## src/rtl/cnn_rd_arbiter_if.sv

```systemverilog
// cnn_rd_arbiter_if: requester-side and shared-port read handshakes of the DMA read arbiter
interface cnn_rd_arbiter_if #(
    parameter int ADDR_W = 32,
    parameter int DATA_W = 64
);
    logic [ADDR_W-1:0] m0_ar_addr, m1_ar_addr, s_ar_addr;
    logic              m0_ar_en, m1_ar_en, m0_ar_get, m1_ar_get;
    logic              m0_r_ready, m1_r_ready, m0_r_valid, m1_r_valid, m0_r_end, m1_r_end;
    logic [DATA_W-1:0] m0_r_data, m1_r_data, s_r_data;
    logic              s_ar_en, s_ar_get, s_r_ready, s_r_valid, s_r_end;

    modport slave (
        input  m0_ar_addr, m1_ar_addr, m0_ar_en, m1_ar_en, m0_r_ready, m1_r_ready,
        input  s_ar_get, s_r_valid, s_r_end, s_r_data,
        output m0_ar_get, m1_ar_get, m0_r_valid, m1_r_valid, m0_r_end, m1_r_end,
        output m0_r_data, m1_r_data, s_ar_addr, s_ar_en, s_r_ready
    );
    modport master (
        output m0_ar_addr, m1_ar_addr, m0_ar_en, m1_ar_en, m0_r_ready, m1_r_ready,
        output s_ar_get, s_r_valid, s_r_end, s_r_data,
        input  m0_ar_get, m1_ar_get, m0_r_valid, m1_r_valid, m0_r_end, m1_r_end,
        input  m0_r_data, m1_r_data, s_ar_addr, s_ar_en, s_r_ready
    );
endinterface

```

## src/rtl/cnn_rd_arbiter.sv

```systemverilog
// cnn_rd_arbiter: round-robin sharing of one AXI read path between feature-map (m0) and weight (m1) DMA readers
module cnn_rd_arbiter #(
    parameter int ADDR_W = 32,
    parameter int DATA_W = 64,
    parameter int CNT_W  = 16
) (
    input  logic              clk,
    input  logic              rstn,
    cnn_rd_arbiter_if.slave   bus,
    input  logic              cnt_clr,
    output logic [1:0]        grant,
    output logic              busy,
    output logic [CNT_W-1:0]  m0_burst_cnt,
    output logic [CNT_W-1:0]  m1_burst_cnt
);
    typedef enum logic [1:0] {IDLE, ADDR, DATA} state_t;
    state_t state, state_n;
    logic last_owner, sel, req, owner, done, in_addr, in_data;
    logic [ADDR_W-1:0] sel_addr;

    assign req      = bus.m0_ar_en | bus.m1_ar_en;
    assign sel      = (bus.m0_ar_en & bus.m1_ar_en) ? ~last_owner : bus.m1_ar_en;
    assign sel_addr = sel ? bus.m1_ar_addr : bus.m0_ar_addr;
    assign owner    = grant[1];
    assign in_addr  = state == ADDR;
    assign in_data  = state == DATA;
    assign done     = in_data & bus.s_r_valid & bus.s_r_ready & bus.s_r_end;
    assign busy     = state != IDLE;

    always_ff @(posedge clk or negedge rstn)
        if (!rstn) state <= IDLE;
        else state <= state_n;

    always_comb begin
        state_n = state;
        case (state)
            IDLE:    state_n = req ? ADDR : IDLE;
            ADDR:    state_n = bus.s_ar_get ? DATA : ADDR;
            DATA:    state_n = done ? IDLE : DATA;
            default: state_n = IDLE;
        endcase
    end

    // owner is latched in grant at request time and held until the burst's last beat
    always_ff @(posedge clk or negedge rstn)
        if (!rstn) begin
            bus.s_ar_en   <= 1'b0;
            bus.s_ar_addr <= '0;
            grant         <= '0;
            last_owner    <= 1'b1;
        end else if (state == IDLE && req) begin
            bus.s_ar_en   <= 1'b1;
            bus.s_ar_addr <= sel_addr;
            grant         <= sel ? 2'b10 : 2'b01;
        end else if (in_addr && bus.s_ar_get) begin
            bus.s_ar_en <= 1'b0;
        end else if (done) begin
            last_owner <= owner;
            grant      <= '0;
        end

    always_ff @(posedge clk or negedge rstn)
        if (!rstn) begin
            m0_burst_cnt <= '0;
            m1_burst_cnt <= '0;
        end else if (cnt_clr) begin
            m0_burst_cnt <= '0;
            m1_burst_cnt <= '0;
        end else if (done) begin
            if (owner) m1_burst_cnt <= m1_burst_cnt + 1'b1;
            else m0_burst_cnt <= m0_burst_cnt + 1'b1;
        end

    always_comb begin
        bus.m0_ar_get  = in_addr & bus.s_ar_get & ~owner;
        bus.m1_ar_get  = in_addr & bus.s_ar_get & owner;
        bus.s_r_ready  = in_data & (owner ? bus.m1_r_ready : bus.m0_r_ready);
        bus.m0_r_valid = in_data & ~owner & bus.s_r_valid;
        bus.m1_r_valid = in_data & owner & bus.s_r_valid;
        bus.m0_r_end   = in_data & ~owner & bus.s_r_end;
        bus.m1_r_end   = in_data & owner & bus.s_r_end;
        bus.m0_r_data  = (in_data && !owner) ? bus.s_r_data : {DATA_W{1'b0}};
        bus.m1_r_data  = (in_data && owner) ? bus.s_r_data : {DATA_W{1'b0}};
    end
endmodule

```

## src/flat_wrapper.sv

```systemverilog
// flat-port wrapper written by rule: the top's interface ports become plain ports
module cnn_rd_arbiter_flat 
#(
    parameter int ADDR_W = 32,
    parameter int DATA_W = 64,
    parameter int CNT_W  = 16
)
  (clk, rstn, cnt_clr, grant, busy, m0_burst_cnt, m1_burst_cnt, bus_m0_ar_addr, bus_m1_ar_addr, bus_m0_ar_en, bus_m1_ar_en, bus_m0_r_ready, bus_m1_r_ready, bus_s_ar_get, bus_s_r_valid, bus_s_r_end, bus_s_r_data, bus_m0_ar_get, bus_m1_ar_get, bus_m0_r_valid, bus_m1_r_valid, bus_m0_r_end, bus_m1_r_end, bus_m0_r_data, bus_m1_r_data, bus_s_ar_addr, bus_s_ar_en, bus_s_r_ready);
  cnn_rd_arbiter_if #(.ADDR_W(ADDR_W), .DATA_W(DATA_W)) bus_i ();
  input  logic clk;
  input  logic rstn;
  input  logic cnt_clr;
  output logic [1:0] grant;
  output logic busy;
  output logic [CNT_W-1:0] m0_burst_cnt;
  output logic [CNT_W-1:0] m1_burst_cnt;
  input wire logic [$bits(bus_i.m0_ar_addr)-1:0] bus_m0_ar_addr;
  input wire logic [$bits(bus_i.m1_ar_addr)-1:0] bus_m1_ar_addr;
  input wire logic [$bits(bus_i.m0_ar_en)-1:0] bus_m0_ar_en;
  input wire logic [$bits(bus_i.m1_ar_en)-1:0] bus_m1_ar_en;
  input wire logic [$bits(bus_i.m0_r_ready)-1:0] bus_m0_r_ready;
  input wire logic [$bits(bus_i.m1_r_ready)-1:0] bus_m1_r_ready;
  input wire logic [$bits(bus_i.s_ar_get)-1:0] bus_s_ar_get;
  input wire logic [$bits(bus_i.s_r_valid)-1:0] bus_s_r_valid;
  input wire logic [$bits(bus_i.s_r_end)-1:0] bus_s_r_end;
  input wire logic [$bits(bus_i.s_r_data)-1:0] bus_s_r_data;
  output wire logic [$bits(bus_i.m0_ar_get)-1:0] bus_m0_ar_get;
  output wire logic [$bits(bus_i.m1_ar_get)-1:0] bus_m1_ar_get;
  output wire logic [$bits(bus_i.m0_r_valid)-1:0] bus_m0_r_valid;
  output wire logic [$bits(bus_i.m1_r_valid)-1:0] bus_m1_r_valid;
  output wire logic [$bits(bus_i.m0_r_end)-1:0] bus_m0_r_end;
  output wire logic [$bits(bus_i.m1_r_end)-1:0] bus_m1_r_end;
  output wire logic [$bits(bus_i.m0_r_data)-1:0] bus_m0_r_data;
  output wire logic [$bits(bus_i.m1_r_data)-1:0] bus_m1_r_data;
  output wire logic [$bits(bus_i.s_ar_addr)-1:0] bus_s_ar_addr;
  output wire logic [$bits(bus_i.s_ar_en)-1:0] bus_s_ar_en;
  output wire logic [$bits(bus_i.s_r_ready)-1:0] bus_s_r_ready;
  assign bus_i.m0_ar_addr = bus_m0_ar_addr;
  assign bus_i.m1_ar_addr = bus_m1_ar_addr;
  assign bus_i.m0_ar_en = bus_m0_ar_en;
  assign bus_i.m1_ar_en = bus_m1_ar_en;
  assign bus_i.m0_r_ready = bus_m0_r_ready;
  assign bus_i.m1_r_ready = bus_m1_r_ready;
  assign bus_i.s_ar_get = bus_s_ar_get;
  assign bus_i.s_r_valid = bus_s_r_valid;
  assign bus_i.s_r_end = bus_s_r_end;
  assign bus_i.s_r_data = bus_s_r_data;
  assign bus_m0_ar_get = bus_i.m0_ar_get;
  assign bus_m1_ar_get = bus_i.m1_ar_get;
  assign bus_m0_r_valid = bus_i.m0_r_valid;
  assign bus_m1_r_valid = bus_i.m1_r_valid;
  assign bus_m0_r_end = bus_i.m0_r_end;
  assign bus_m1_r_end = bus_i.m1_r_end;
  assign bus_m0_r_data = bus_i.m0_r_data;
  assign bus_m1_r_data = bus_i.m1_r_data;
  assign bus_s_ar_addr = bus_i.s_ar_addr;
  assign bus_s_ar_en = bus_i.s_ar_en;
  assign bus_s_r_ready = bus_i.s_r_ready;
  cnn_rd_arbiter #(.ADDR_W(ADDR_W), .DATA_W(DATA_W), .CNT_W(CNT_W)) u_core (.clk(clk), .rstn(rstn), .bus(bus_i), .cnt_clr(cnt_clr), .grant(grant), .busy(busy), .m0_burst_cnt(m0_burst_cnt), .m1_burst_cnt(m1_burst_cnt));
endmodule
```

## config.mk

```make
export PLATFORM = sky130hd
export DESIGN_NAME = cnn_rd_arbiter_flat
export DESIGN_NICKNAME = d
export VERILOG_FILES = /design/src/rtl/cnn_rd_arbiter_if.sv /design/src/rtl/cnn_rd_arbiter.sv /design/src/flat_wrapper.sv
export SDC_FILE = /design/constraint.sdc
export NUM_CORES = 1
export LEC_CHECK = 0
export ABC_AREA = 1
export CORE_MARGIN = 10
export CORE_UTILIZATION = 31
export CTS_CLUSTER_DIAMETER = 120
export DETAILED_ROUTE_END_ITERATION = 10
export PLACE_DENSITY = 0.75
export SLEW_MARGIN = 20
export SYNTH_ARGS = -nofsm -noshare
export SYNTH_HDL_FRONTEND = slang
export SYNTH_SLANG_ARGS = --single-unit
export TNS_END_PERCENT = 20
```

## constraint.sdc

```tcl
create_clock -name clk -period 1.3 [get_ports clk]
set_input_delay 0.26 -clock clk [delete_from_list [all_inputs] [get_ports clk]]
set_output_delay 0.26 -clock clk [all_outputs]
set_load 0.01 [all_outputs]
```

==> out/metrics.yaml <==
critPathRequiredTime_ns: 1.04
vias: 5939
leakagePower_uw: 0.00549
wl_um: 23700
cts.reportedPaths.clkPinSlew_ns: 0.06
clk_latency_ns: 0.34
gp_congestion: 0.924
synth-main-ff-cell: "dfrtp_1"
clkSinkCount: 70
synth.distinct_cells: 30
critPathMaxStageDelay_ns: 0.37
hold_path.class: "input pin to async pin"
setup_viol: 205
fillers: 1129
clk_path_buf_depth: 2
cp_data_arrival_time_ns: 1.63
cts_made_buffers: 9
seqCellArea_um2: 1760
cp-endpoint: "bus_m1_r_data[63]"
power_uw: 13700
crit_chain: "inv_2 > nor2_4 > nand2_8 > buf_16 > buf_8 > nor2_1 > buf_2"
cts_tree: "done"
multi_input_area_um2: 2930
vdd_drop_max_mv: 1.09
start_util_pct: 31.8
violations: "negative setup slack"
rrSetupSlack_ns: -0.30
utilization_pct: 70.1
layout.nets: 1219
post-route-period-util_pct: 145
power.clock.fraction_pct: 18.6
combPwrFrac_pct: 58.2
hpwl_um: 19100
worstPathBufferInverterCount: 4
drc_errors: 0
grt_max_degree: 34
timing.fmax_mhz: 530
async_flop_share_pct: 100
switching_power_uw: 5500
avgRoutedWirePerCell_um: 18.8
dr.pass1.iters: 4
drtIter0Drc: 198
grt_remaining_overflow: 0
start_kind: "flip-flop"
coreArea_um2: 14000
ff2ff_path_depth: 10
crit_type: "flip-flop to output pin"
end_kind: "output pin"
cp_slowest_cell: "dfrtp_1"
die_x_um: 140
synth-seq-cells: 70
grt_pass1_vias: 6113
syn_to_final_growth_pct: 120
hold-worst-slack_ns: 0.276
rows: 43
slew_headroom_pct: 76.2
worst_pin_slew_ns: 0.357
ant_nets: 0
power_density_nw_per_um2: 1390
avgSynthCellArea_um2: 6.60
setup_slack_ns: -0.588
synth_fp_nets: 814
htreeDepth: 3
io_pins: 341
cp-startpoint: "u_core.state[1]$_DFF_PN0_"
cts_root_buffer: "clkbuf_16"
critical-path-top-delay-family: "buffers and inverters"
grt_use_total_pct: 23.1
cp.depth: 7
drv_cap: 0
vias_per_cell: 4.69
r2r-end: "u_core.m1_burst_cnt[3]$_DFFE_PN0P_"
synth_area_um2: 4450
synth_edf_count: 0
reg2reg_from: "u_core.state[1]$_DFF_PN0_"
power_frac_seq_pct: 23.2
seq_area_frac_synth_pct: 39.4
fin_skew_ns: 0.00316
hold_viol: 0
io_buffers: 340
syn-instance-count: 674
status: "finished, violations left"
worstPathMaxFanout: 5
dieArea_um2: 19500
die_h_um: 140
grt_pass1_wl_um: 35900
p_int_uw: 8150
slew_violations: 0
p_sw_share_pct: 40.3
fin_crit_ns: 1.89
rsz0062_at_grt: "yes"
drive_gt1_share_pct: 37.8
antenna_found_initial: 1
yosysWarningCount: 0
## cells in the final DEF (no fill, tap or decap), types with 3 or more instances in the layout
cell type,instances
a21oi_1,6
buf_12,12
buf_16,3
buf_2,56
buf_4,59
buf_6,84
clkbuf_16,9
clkbuf_2,4
clkdlybuf4s50_1,136
clkinv_4,3
dfrtp_1,65
dfrtp_2,4
dlymetal6s2s_1,64
inv_1,91
inv_2,4
nand2_1,136
nand2_2,17
nand2_4,3
nand3_1,87
nand3_2,3
nand4_1,9
nor2_1,40
nor2_2,54
nor2_4,77
o21ai_0,6
o21ai_1,9
o21ai_2,6
o21bai_1,4
o22ai_1,3
xor2_1,10
## metrics by stage
step / cells / setup TNS (ns) / instance area, um^2 / worst slack [ns]
2_1_floorplan: 674 / -5.74 / 5070 / -0.0737
3_3_place_gp: 1234 / -90.46 / 9130 / -0.540
3_5_place_dp: 1234 / -93.35 / 9130 / -0.570
4_1_cts: 1266 / -108.20 / 9540 / -0.637
5_1_grt: 1265 / -89.76 / 9810 / -0.635
6_report: 1265 / -77.48 / 9810 / -0.588
## kinds of logic after synthesis
group | count (synthesis) | share of synthesized area (%)
adder cells (fa/ha/maj) | 2 | 0.562
buffers and inverters | 125 | 11.4
AO/OA/AOI/OAI | 35 | 4.75
flip-flops | 70 | 39.4
XOR/XNOR | 12 | 2.36
AND/OR/NAND/NOR | 430 | 41.6
## power groups by stage
stage,clock network (uW),logic [uW],registers [uW]
after floorplan,0,3060,3430
after global placement,0,7510,3210
after detailed placement,0,7560,3200
after CTS,2580,8050,3180
after global routing,2700,8530,3230
final,2540,7950,3160
## registers in the layout (all words and copies together) (netlist names)
signal	flops
u_core.bus.s_ar_addr	32
u_core.m0_burst_cnt	16
u_core.m1_burst_cnt	16
u_core.grant	2
u_core.state	2
u_core.bus.s_ar_en	1
u_core.last_owner	1
## worst min-delay path by stage
stage          startpoint                             endpoint  cells past startpoint
2_1_floorplan        rstn  u_core.bus.s_ar_addr[0]$_DFFE_PN0P_                      0
3_3_place_gp         rstn  u_core.bus.s_ar_addr[8]$_DFFE_PN0P_                      1
3_5_place_dp         rstn  u_core.bus.s_ar_addr[8]$_DFFE_PN0P_                      1
4_1_cts              rstn  u_core.bus.s_ar_addr[8]$_DFFE_PN0P_                      2
5_1_grt              rstn  u_core.bus.s_ar_addr[8]$_DFFE_PN0P_                      2
6_report             rstn  u_core.bus.s_ar_addr[8]$_DFFE_PN0P_                      2
## metal layers
metal  share of wire (%)  routed length (um)  global-route usage [%]  up-vias
li1                    -                   -                       -     2884
met1                  37                8770                    24.5     2745
met2                  50               11900                    39.6      276
met3                  10                2440                    10.2       34
met4                 2.8                 663                    8.70        0
met5                   0                   0                       0        -
## Yosys cell counts, types with 5 or more instances
cell        n  share of area [%]
nor2_1    166                 14
nand2_1   139                 12
inv_1      94                7.9
nand3_1    90                 10
dfrtp_1    69                 39
nand2_2    17                2.4
buf_2      16                1.8
clkbuf_1   10               0.84
xor2_1     10                2.0
nand4_1     9                1.3
o21ai_0     9                1.0
o21ai_1     7               0.79
a21oi_1     6               0.67
o21ai_2     5               0.98
## repair_timing
action | in CTS | in global routing
hold endpoints to repair | 16 | 0
gates cloned | 4 | 0
pin swaps | 4 | 5
hold buffers | 1 | 0
endpoints found under the setup margin | 273 | 273
setup buffers | 11 | 3
resized for setup | 646 | 166
## layout make-up
cell class              count  area share, %
clock buffers               9           2.30
inverters                  97           3.74
clock inverters             7          0.829
diodes                      1         0.0255
flip-flops and latches     70           17.9
multi-input cells         479           29.8
well taps                 180           2.30
repair buffers            422           43.0
Note: power is estimated with default switching activity, not from simulation.
